==> src/rtl/gfx_pkg.sv <==
// Shared graphics types and constants: coordinate/address widths, pixel formats,
// and the strip coalescer state encoding.
package gfx_pkg;

  localparam int point_width         = 16;
  localparam int address_width       = 32;
  localparam int STRIP_BYTES_DEFAULT = 16;

  typedef enum logic [1:0] {
    BPP8  = 2'd0,
    BPP16 = 2'd1,
    BPP24 = 2'd2,
    BPP32 = 2'd3
  } color_depth_t;

  typedef enum logic [1:0] {
    CO_EMPTY = 2'd0,
    CO_ACCUM = 2'd1,
    CO_DRAIN = 2'd2
  } coalesce_state_t;

  // BPP24 occupies a full 4-byte slot so pixels never straddle a strip.
  function automatic logic [2:0] bytes_per_pixel(color_depth_t depth);
    case (depth)
      BPP8:    return 3'd1;
      BPP16:   return 3'd2;
      default: return 3'd4;
    endcase
  endfunction

endpackage

==> src/rtl/gfx_strip_coalescer_if.sv <==
// Pixel request and strip write buses of the strip coalescer.
interface gfx_strip_coalescer_if
  import gfx_pkg::*;
#(
  parameter int NB = STRIP_BYTES_DEFAULT
);

  logic                     pix_valid_i;
  logic                     pix_ready_o;
  logic [point_width-1:0]   pix_x_i;
  logic [point_width-1:0]   pix_y_i;
  logic [31:0]              pix_color_i;

  logic                     strip_valid_o;
  logic                     strip_ready_i;
  logic [address_width-1:0] strip_adr_o;
  logic [NB*8-1:0]          strip_dat_o;
  logic [NB-1:0]            strip_sel_o;

  // Both buses: a transfer happens on a clock edge where valid & ready are high;
  // once raised, valid and its payload hold unchanged until that transfer.
  modport master (
    output pix_valid_i, pix_x_i, pix_y_i, pix_color_i, strip_ready_i,
    input  pix_ready_o, strip_valid_o, strip_adr_o, strip_dat_o, strip_sel_o
  );

  modport slave (
    input  pix_valid_i, pix_x_i, pix_y_i, pix_color_i, strip_ready_i,
    output pix_ready_o, strip_valid_o, strip_adr_o, strip_dat_o, strip_sel_o
  );

endinterface

==> src/rtl/gfx_pixel_addr.sv <==
// Stage A: turns (x, y, color) into a strip tag plus lane-aligned data and byte enables.
module gfx_pixel_addr
  import gfx_pkg::*;
#(
  parameter int NB = STRIP_BYTES_DEFAULT
) (
  input  logic                                   clk_i,
  input  logic                                   rst_ni,
  input  logic                                   pix_valid_i,
  output logic                                   pix_ready_o,
  input  logic [point_width-1:0]                 pix_x_i,
  input  logic [point_width-1:0]                 pix_y_i,
  input  logic [31:0]                            pix_color_i,
  input  color_depth_t                           depth_i,
  input  logic [address_width-1:0]               base_i,
  input  logic [15:0]                            pitch_i,
  input  logic                                   take_i,
  output logic                                   a_valid_o,
  output logic [address_width-1:$clog2(NB)]      a_tag_o,
  output logic [NB*8-1:0]                        a_dat_o,
  output logic [NB-1:0]                          a_sel_o
);

  localparam int OW = $clog2(NB);
  localparam int DW = NB * 8;

  logic [2:0]               bpp;
  logic [address_width-1:0] adr;
  logic [OW-1:0]            ofs;
  logic [31:0]              color_m;
  logic [NB-1:0]            sel_base;

  always_comb begin
    bpp      = bytes_per_pixel(depth_i);
    adr      = base_i + address_width'(pix_y_i) * address_width'(pitch_i)
             + address_width'(pix_x_i) * address_width'(bpp);
    ofs      = adr[OW-1:0];
    color_m  = pix_color_i;
    sel_base = NB'(4'hF);
    // Unused high color bytes are zeroed so BPP24 writes its pad byte as 0.
    case (depth_i)
      BPP8:    begin color_m = {24'h0, pix_color_i[7:0]};  sel_base = NB'(4'h1); end
      BPP16:   begin color_m = {16'h0, pix_color_i[15:0]}; sel_base = NB'(4'h3); end
      BPP24:   begin color_m = {8'h0, pix_color_i[23:0]};  sel_base = NB'(4'hF); end
      default: begin color_m = pix_color_i;                sel_base = NB'(4'hF); end
    endcase
  end

  assign pix_ready_o = !a_valid_o || take_i;

  always_ff @(posedge clk_i or negedge rst_ni) begin
    if (!rst_ni) begin
      a_valid_o <= 1'b0;
      a_tag_o   <= '0;
      a_dat_o   <= '0;
      a_sel_o   <= '0;
    end else if (pix_valid_i && pix_ready_o) begin
      a_valid_o <= 1'b1;
      a_tag_o   <= adr[address_width-1:OW];
      a_dat_o   <= DW'(color_m) << {ofs, 3'b000};
      a_sel_o   <= sel_base << ofs;
    end else if (take_i) begin
      a_valid_o <= 1'b0;
    end
  end

endmodule

==> src/rtl/gfx_strip_coalescer.sv <==
// Merges consecutive pixel writes landing in one strip into a single byte-enabled strip write.
// Optional idle-timeout flush of partial strips: define GFX_COALESCE_TIMEOUT_EN.
module gfx_strip_coalescer
  import gfx_pkg::*;
#(
  parameter int STRIP_BYTES = STRIP_BYTES_DEFAULT
`ifdef GFX_COALESCE_TIMEOUT_EN
  , parameter int TIMEOUT = 64
`endif
) (
  input  logic                     clk_i,
  input  logic                     rst_ni,
  gfx_strip_coalescer_if.slave     bus,
  input  color_depth_t             depth_i,
  input  logic [address_width-1:0] base_i,
  input  logic [15:0]              pitch_i,
  input  logic                     flush_i,
  output logic                     idle_o,
  output coalesce_state_t          dbg_state_o
);

  localparam int OW = $clog2(STRIP_BYTES);
  localparam int DW = STRIP_BYTES * 8;
  localparam int TW = address_width - OW;

  logic                   a_valid, a_take;
  logic [TW-1:0]          a_tag;
  logic [DW-1:0]          a_dat, a_mask;
  logic [STRIP_BYTES-1:0] a_sel;

  coalesce_state_t        state, state_nxt;
  logic [TW-1:0]          buf_tag, out_tag;
  logic [DW-1:0]          buf_dat, out_dat;
  logic [STRIP_BYTES-1:0] buf_sel, out_sel;
  logic                   out_valid, out_free, tag_hit;
  logic                   flush_pend, flush_any, to_fire;
  logic                   load_buf, merge, move_out;

  gfx_pixel_addr #(.NB(STRIP_BYTES)) u_pixel_addr (
    .clk_i       (clk_i),
    .rst_ni      (rst_ni),
    .pix_valid_i (bus.pix_valid_i),
    .pix_ready_o (bus.pix_ready_o),
    .pix_x_i     (bus.pix_x_i),
    .pix_y_i     (bus.pix_y_i),
    .pix_color_i (bus.pix_color_i),
    .depth_i     (depth_i),
    .base_i      (base_i),
    .pitch_i     (pitch_i),
    .take_i      (a_take),
    .a_valid_o   (a_valid),
    .a_tag_o     (a_tag),
    .a_dat_o     (a_dat),
    .a_sel_o     (a_sel)
  );

  assign out_free  = !out_valid || bus.strip_ready_i;
  assign tag_hit   = (a_tag == buf_tag);
  assign flush_any = flush_pend || flush_i;
  assign idle_o    = !a_valid && (state == CO_EMPTY) && !out_valid;

  always_comb begin
    a_mask = '0;
    for (int i = 0; i < STRIP_BYTES; i++) a_mask[i*8 +: 8] = {8{a_sel[i]}};
  end

  always_comb begin
    state_nxt = state;
    a_take    = 1'b0;
    load_buf  = 1'b0;
    merge     = 1'b0;
    move_out  = 1'b0;
    case (state)
      CO_EMPTY: begin
        if (a_valid) begin
          a_take    = 1'b1;
          load_buf  = 1'b1;
          state_nxt = CO_ACCUM;
        end
      end
      CO_ACCUM: begin
        if (a_valid) begin
          if (tag_hit) begin
            a_take = 1'b1;
            merge  = 1'b1;
          end else if (out_free) begin
            a_take   = 1'b1;
            move_out = 1'b1;
            load_buf = 1'b1;
          end
        end else if (flush_any) begin
          // Drain straight away when the output is free; CO_DRAIN only waits it out.
          if (out_free) begin
            move_out  = 1'b1;
            state_nxt = CO_EMPTY;
          end else begin
            state_nxt = CO_DRAIN;
          end
        end
      end
      CO_DRAIN: begin
        if (out_free) begin
          move_out  = 1'b1;
          state_nxt = CO_EMPTY;
        end
      end
      default: state_nxt = CO_EMPTY;
    endcase
  end

`ifdef GFX_COALESCE_TIMEOUT_EN
  localparam int CW = $clog2(TIMEOUT + 1);
  logic [CW-1:0] to_cnt;
  logic          to_run;

  assign to_run  = (state == CO_ACCUM) && !a_valid && !flush_pend;
  assign to_fire = to_run && (to_cnt == CW'(TIMEOUT - 1));

  always_ff @(posedge clk_i or negedge rst_ni) begin
    if (!rst_ni)                       to_cnt <= '0;
    else if (!to_run || merge || to_fire) to_cnt <= '0;
    else                               to_cnt <= to_cnt + 1'b1;
  end
`else
  assign to_fire = 1'b0;
`endif

  always_ff @(posedge clk_i or negedge rst_ni) begin
    if (!rst_ni) begin
      state      <= CO_EMPTY;
      flush_pend <= 1'b0;
      buf_tag    <= '0;
      buf_dat    <= '0;
      buf_sel    <= '0;
      out_valid  <= 1'b0;
      out_tag    <= '0;
      out_dat    <= '0;
      out_sel    <= '0;
    end else begin
      state <= state_nxt;
      if (flush_i || to_fire) flush_pend <= 1'b1;
      else if (idle_o)        flush_pend <= 1'b0;

      if (load_buf) begin
        buf_tag <= a_tag;
        buf_dat <= a_dat;
        buf_sel <= a_sel;
      end else if (merge) begin
        buf_dat <= (buf_dat & ~a_mask) | (a_dat & a_mask);
        buf_sel <= buf_sel | a_sel;
      end

      if (move_out) begin
        out_valid <= 1'b1;
        out_tag   <= buf_tag;
        out_dat   <= buf_dat;
        out_sel   <= buf_sel;
      end else if (bus.strip_ready_i) begin
        out_valid <= 1'b0;
      end
    end
  end

  assign bus.strip_valid_o = out_valid;
  assign bus.strip_adr_o   = {out_tag, {OW{1'b0}}};
  assign bus.strip_dat_o   = out_dat;
  assign bus.strip_sel_o   = out_sel;
  assign dbg_state_o       = state;

endmodule

==> src/flat_wrapper.sv <==
// flat-port wrapper written by rule: the top's interface ports become plain ports
module gfx_strip_coalescer_flat import gfx_pkg::*;
#(
  parameter int STRIP_BYTES = STRIP_BYTES_DEFAULT

)
  (clk_i, rst_ni, depth_i, base_i, pitch_i, flush_i, idle_o, dbg_state_o, bus_pix_valid_i, bus_pix_x_i, bus_pix_y_i, bus_pix_color_i, bus_strip_ready_i, bus_pix_ready_o, bus_strip_valid_o, bus_strip_adr_o, bus_strip_dat_o, bus_strip_sel_o);
  gfx_strip_coalescer_if #(.NB((16))) bus_i ();
  input  logic clk_i;
  input  logic rst_ni;
  input  color_depth_t depth_i;
  input  logic [address_width-1:0] base_i;
  input  logic [15:0] pitch_i;
  input  logic flush_i;
  output logic idle_o;
  output coalesce_state_t dbg_state_o;
  input wire logic [$bits(bus_i.pix_valid_i)-1:0] bus_pix_valid_i;
  input wire logic [$bits(bus_i.pix_x_i)-1:0] bus_pix_x_i;
  input wire logic [$bits(bus_i.pix_y_i)-1:0] bus_pix_y_i;
  input wire logic [$bits(bus_i.pix_color_i)-1:0] bus_pix_color_i;
  input wire logic [$bits(bus_i.strip_ready_i)-1:0] bus_strip_ready_i;
  output wire logic [$bits(bus_i.pix_ready_o)-1:0] bus_pix_ready_o;
  output wire logic [$bits(bus_i.strip_valid_o)-1:0] bus_strip_valid_o;
  output wire logic [$bits(bus_i.strip_adr_o)-1:0] bus_strip_adr_o;
  output wire logic [$bits(bus_i.strip_dat_o)-1:0] bus_strip_dat_o;
  output wire logic [$bits(bus_i.strip_sel_o)-1:0] bus_strip_sel_o;
  assign bus_i.pix_valid_i = bus_pix_valid_i;
  assign bus_i.pix_x_i = bus_pix_x_i;
  assign bus_i.pix_y_i = bus_pix_y_i;
  assign bus_i.pix_color_i = bus_pix_color_i;
  assign bus_i.strip_ready_i = bus_strip_ready_i;
  assign bus_pix_ready_o = bus_i.pix_ready_o;
  assign bus_strip_valid_o = bus_i.strip_valid_o;
  assign bus_strip_adr_o = bus_i.strip_adr_o;
  assign bus_strip_dat_o = bus_i.strip_dat_o;
  assign bus_strip_sel_o = bus_i.strip_sel_o;
  gfx_strip_coalescer #(.STRIP_BYTES(STRIP_BYTES)) u_core (.clk_i(clk_i), .rst_ni(rst_ni), .bus(bus_i), .depth_i(depth_i), .base_i(base_i), .pitch_i(pitch_i), .flush_i(flush_i), .idle_o(idle_o), .dbg_state_o(dbg_state_o));
endmodule
==> config.mk <==
export PLATFORM = sky130hd
export DESIGN_NAME = gfx_strip_coalescer_flat
export DESIGN_NICKNAME = d
export VERILOG_FILES = /design/src/rtl/gfx_pkg.sv /design/src/rtl/gfx_strip_coalescer_if.sv /design/src/rtl/gfx_pixel_addr.sv /design/src/rtl/gfx_strip_coalescer.sv /design/src/flat_wrapper.sv
export SDC_FILE = /design/constraint.sdc
export NUM_CORES = 2
export LEC_CHECK = 0
export ABC_AREA = 1
export CAP_MARGIN = 5
export CORE_MARGIN = 2
export CORE_UTILIZATION = 60
export DETAILED_ROUTE_END_ITERATION = 7
export HOLD_SLACK_MARGIN = 0.1
export PLACE_DENSITY = 0.82
export SLEW_MARGIN = 10
export SYNTH_ARGS = -nofsm -noshare
export SYNTH_HDL_FRONTEND = slang
export SYNTH_SLANG_ARGS = --single-unit
==> constraint.sdc <==
create_clock -name clk_i -period 2.4 [get_ports clk_i]
set_clock_uncertainty 0.2 [all_clocks]
set_input_delay 0.24 -clock clk_i [delete_from_list [all_inputs] [get_ports clk_i]]
set_output_delay 0.24 -clock clk_i [all_outputs]
set_load 0.03 [all_outputs]
==> impl_results.md <==
* Setup CP Type: in -> reg
* WP data arrival at between 6 and 7 ns
* Final hold slack at 0.119 ns
* Endpoints failing setup at about 500
* Drt wl/cell at approximately 25 um
* Die area at approximately 0.06 mm^2
* Vias in the first global route at roughly 34000
* DRC at 7
* Synth Warn # at 0
* Top delay family on crit path: adder cells
* Crit path largest cell delay at between 0.9 and 1 ns
* Commonest non-fill, non-tap cell in the layout: nand2_1
* Slew @ Worst Pin at 0.678 ns
* Highest Clock Rate at between 0.15 and 0.2 GHz
* Worst slack, placed at -4.19 ns
* Worst Setup SP: bus_pix_y_i[7]
* CP Capture Type: flip-flop
* Hold Crit Class: in -> async
* Reg-to-reg slack, setup at -0.45 ns
* Synth unique cells at 37
* Failing checks: DRC, setup timing
* Seq/Total Area, Yosys at 37.2%
* Most common flop cell mapped by yosys: dfrtp_1
* Crit share post-route at 257%
* PortBufs at between 200 and 300
* Clock Latency Late Sink at ~0.64 ns
* Worst EP required at around 2.8 ns
* Reg2reg path depth at 13
* Global route total overflow at 0
* Pre-antenna DRT Iters at 8
* Max Cap Viol at 0
* Initial antenna violation count at 6
* Final nets at around 5500
* Most frequent cells in the layout: 1368 x nand2_1, 524 x inv_1, 519 x dfrtp_1
* Reg clk slew, reported paths at 0.07 ns
* DRT iter0 DRCs at 5534
* Status: complete, but fails checks
* Slew margin rel. at ~54%
* Area Growth Syn to Fin at 40.4%
* All-Layer GR Usage at roughly 40%
* Share of cells above drive strength 1 at 28.3%
* Reg-to-reg endpoint: u_core.u_pixel_addr.a_dat_o[112]
* Final ANT Viol Nets at 0
* Vias per Instance at 6.40
* Cell mode on critical path: fa_1
* Bufs and invs on worst path at 7
* Detailed-route wire length at around 150 mm
* Startpoint Class: input pin
* Final hold violation count at 0
* Starting density of the core at about three fifths
* Die width at 246 um
* First-pass GRT wire length at 185 mm
* Max Slew Vio Count at 0
* EDFF count, synth at 0
* Hpwl dp at around 80 mm
* Cell area after synthesis at approximately 0.035 mm^2
* CTS tree: yes
* RSZ-0062 raised after global routing: yes
* Clk buf depth at 3
* CP max stage cell: fa_1
* Largest net degree at the start of global routing at around 100
* TritonCTS buffer count at around 50
* Via Count at 37300
* CTS sink cnt at approximately 520
* GP Congestion at between 1 and 1.5
* Syn_area_per_cell at 7.95 um^2
* Gate Count Post-Synth at 4409
* Height of the die at between 200 and 250 um
* CORE AREA at ~0.058 mm^2
* Reg2reg start: u_core.u_pixel_addr.a_tag_o[31]
* Number of H-tree levels at 2
* CTS Root Cell: clkbuf_16
* Final WS setup at -3.77 ns
* Post-synth ARST share at 100%
* Fin crit period at around 6 ns
* #FFs+latches synth at ~520
* # rows at 88
* Ports at 300
* Worst-path fanout max at 6
==> synthesized netlist by cell type, types with 2 or more instances <==
cell type	count	area [um^2]
nand2_1	1619	6080
inv_1	634	2380
dfrtp_1	521	13000
nand3_1	282	1410
fa_1	270	5410
nand4_1	261	1630
clkbuf_1	166	623
nor2_1	141	529
ha_1	118	1480
o21ai_0	92	460
buf_4	40	300
a21oi_1	38	190
buf_2	35	175
o22ai_1	31	194
buf_1	25	93.8
xnor2_1	24	210
nand2_2	20	125
xor2_1	16	140
buf_6	11	124
and2_1	10	62.6
nand3_2	10	100
nor3_1	10	50.1
nor4_1	8	50.1
nand3b_1	6	45.0
a31oi_1	3	18.8
clkinv_1	3	11.3
a21o_1	2	15.0
inv_2	2	7.51
o21bai_1	2	15.0
o32ai_1	2	17.5
==> final cells by class <==
cell class                      count  area, um^2
Clock buffer                       73        1490
Timing Repair Buffer              838        8760
Antenna cell                        1        2.50
Inverter                          639        2440
Clock inverter                     16         279
Tap cell                          765         957
Fill cell                        2708        8510
Multi-Input combinational cell   2984       22200
Sequential cell                   521       13000
==> metal layers <==
metal / global-route usage [%] / wire [um] / part of all wire (%) / vias up
li1: - / - / - / 14900
met1: 53.8 / 49700 / 33 / 17700
met2: 60.1 / 64100 / 43 / 3525
met3: 8.40 / 21100 / 14 / 1156
met4: 19.4 / 13500 / 9.1 / 8
met5: 0 / 95 / 0.064 / -
==> logic make-up (layout without fill, tap and decap cells) <==
family	Yosys count	count (layout)	share of synthesized area (%)
buf+inv	916	1566	10.6
compound gates	175	175	2.70
simple gates	2368	2377	28.8
xor+xnor	40	40	1.00
fa+ha+maj	388	388	19.6
flops	521	521	37.2
other cells	1	5	0.0107
==> worst max-delay path by stage <==
stage | depth (start not counted) | end | slack [ns]
global route | 25 | u_core.u_pixel_addr.a_tag_o[30] | -3.82
CTS | 27 | u_core.u_pixel_addr.a_tag_o[29] | -3.11
floorplan | 29 | u_core.u_pixel_addr.a_tag_o[29] | -3.38
finish | 25 | u_core.u_pixel_addr.a_tag_o[30] | -3.77
detailed placement | 27 | u_core.u_pixel_addr.a_tag_o[31] | -4.19
global placement | 27 | u_core.u_pixel_addr.a_tag_o[31] | -4.08
==> through the flow <==
stage | util [%] | TNS, ns | instances | area (um^2)
6_report | 85.2 | -558.91 | 5837 | 49200
5_1_grt | 85.2 | -620.13 | 5836 | 49200
4_1_cts | 79.3 | -484.00 | 5754 | 45700
3_5_place_dp | 71.6 | -655.86 | 5566 | 41300
3_3_place_gp | 71.6 | -638.41 | 5566 | 41300
2_1_floorplan | - | -500.34 | 4412 | 35400
==> worst reg2reg max path: stages (launching register included) <==
cell     delay (ns)
dfrtp_1        0.44
xnor2_1        0.19
nand2_1        0.14
nor2_1         0.18
nand2_1        0.10
nor2_2         0.15
and2_4         0.19
nand2_4        0.08
nand2_8        0.12
buf_4          0.14
nand2_4        0.08
buf_12         0.26
nand2_1        0.18
nand2_1        0.23
==> repair_timing <==
item | in CTS | in global routing
pin swaps | 304 | 450
gates cloned | 16 | 23
endpoints found under the hold margin | 553 | 0
endpoints found under the setup margin | 258 | 455
hold buffers | 4 | 0
setup buffers | 80 | 74
resized for setup | 541 | 768
Power is left out: the tool's default activity adds up to more than one toggle a clock period on the data nets, which glitch-free logic cannot reach.
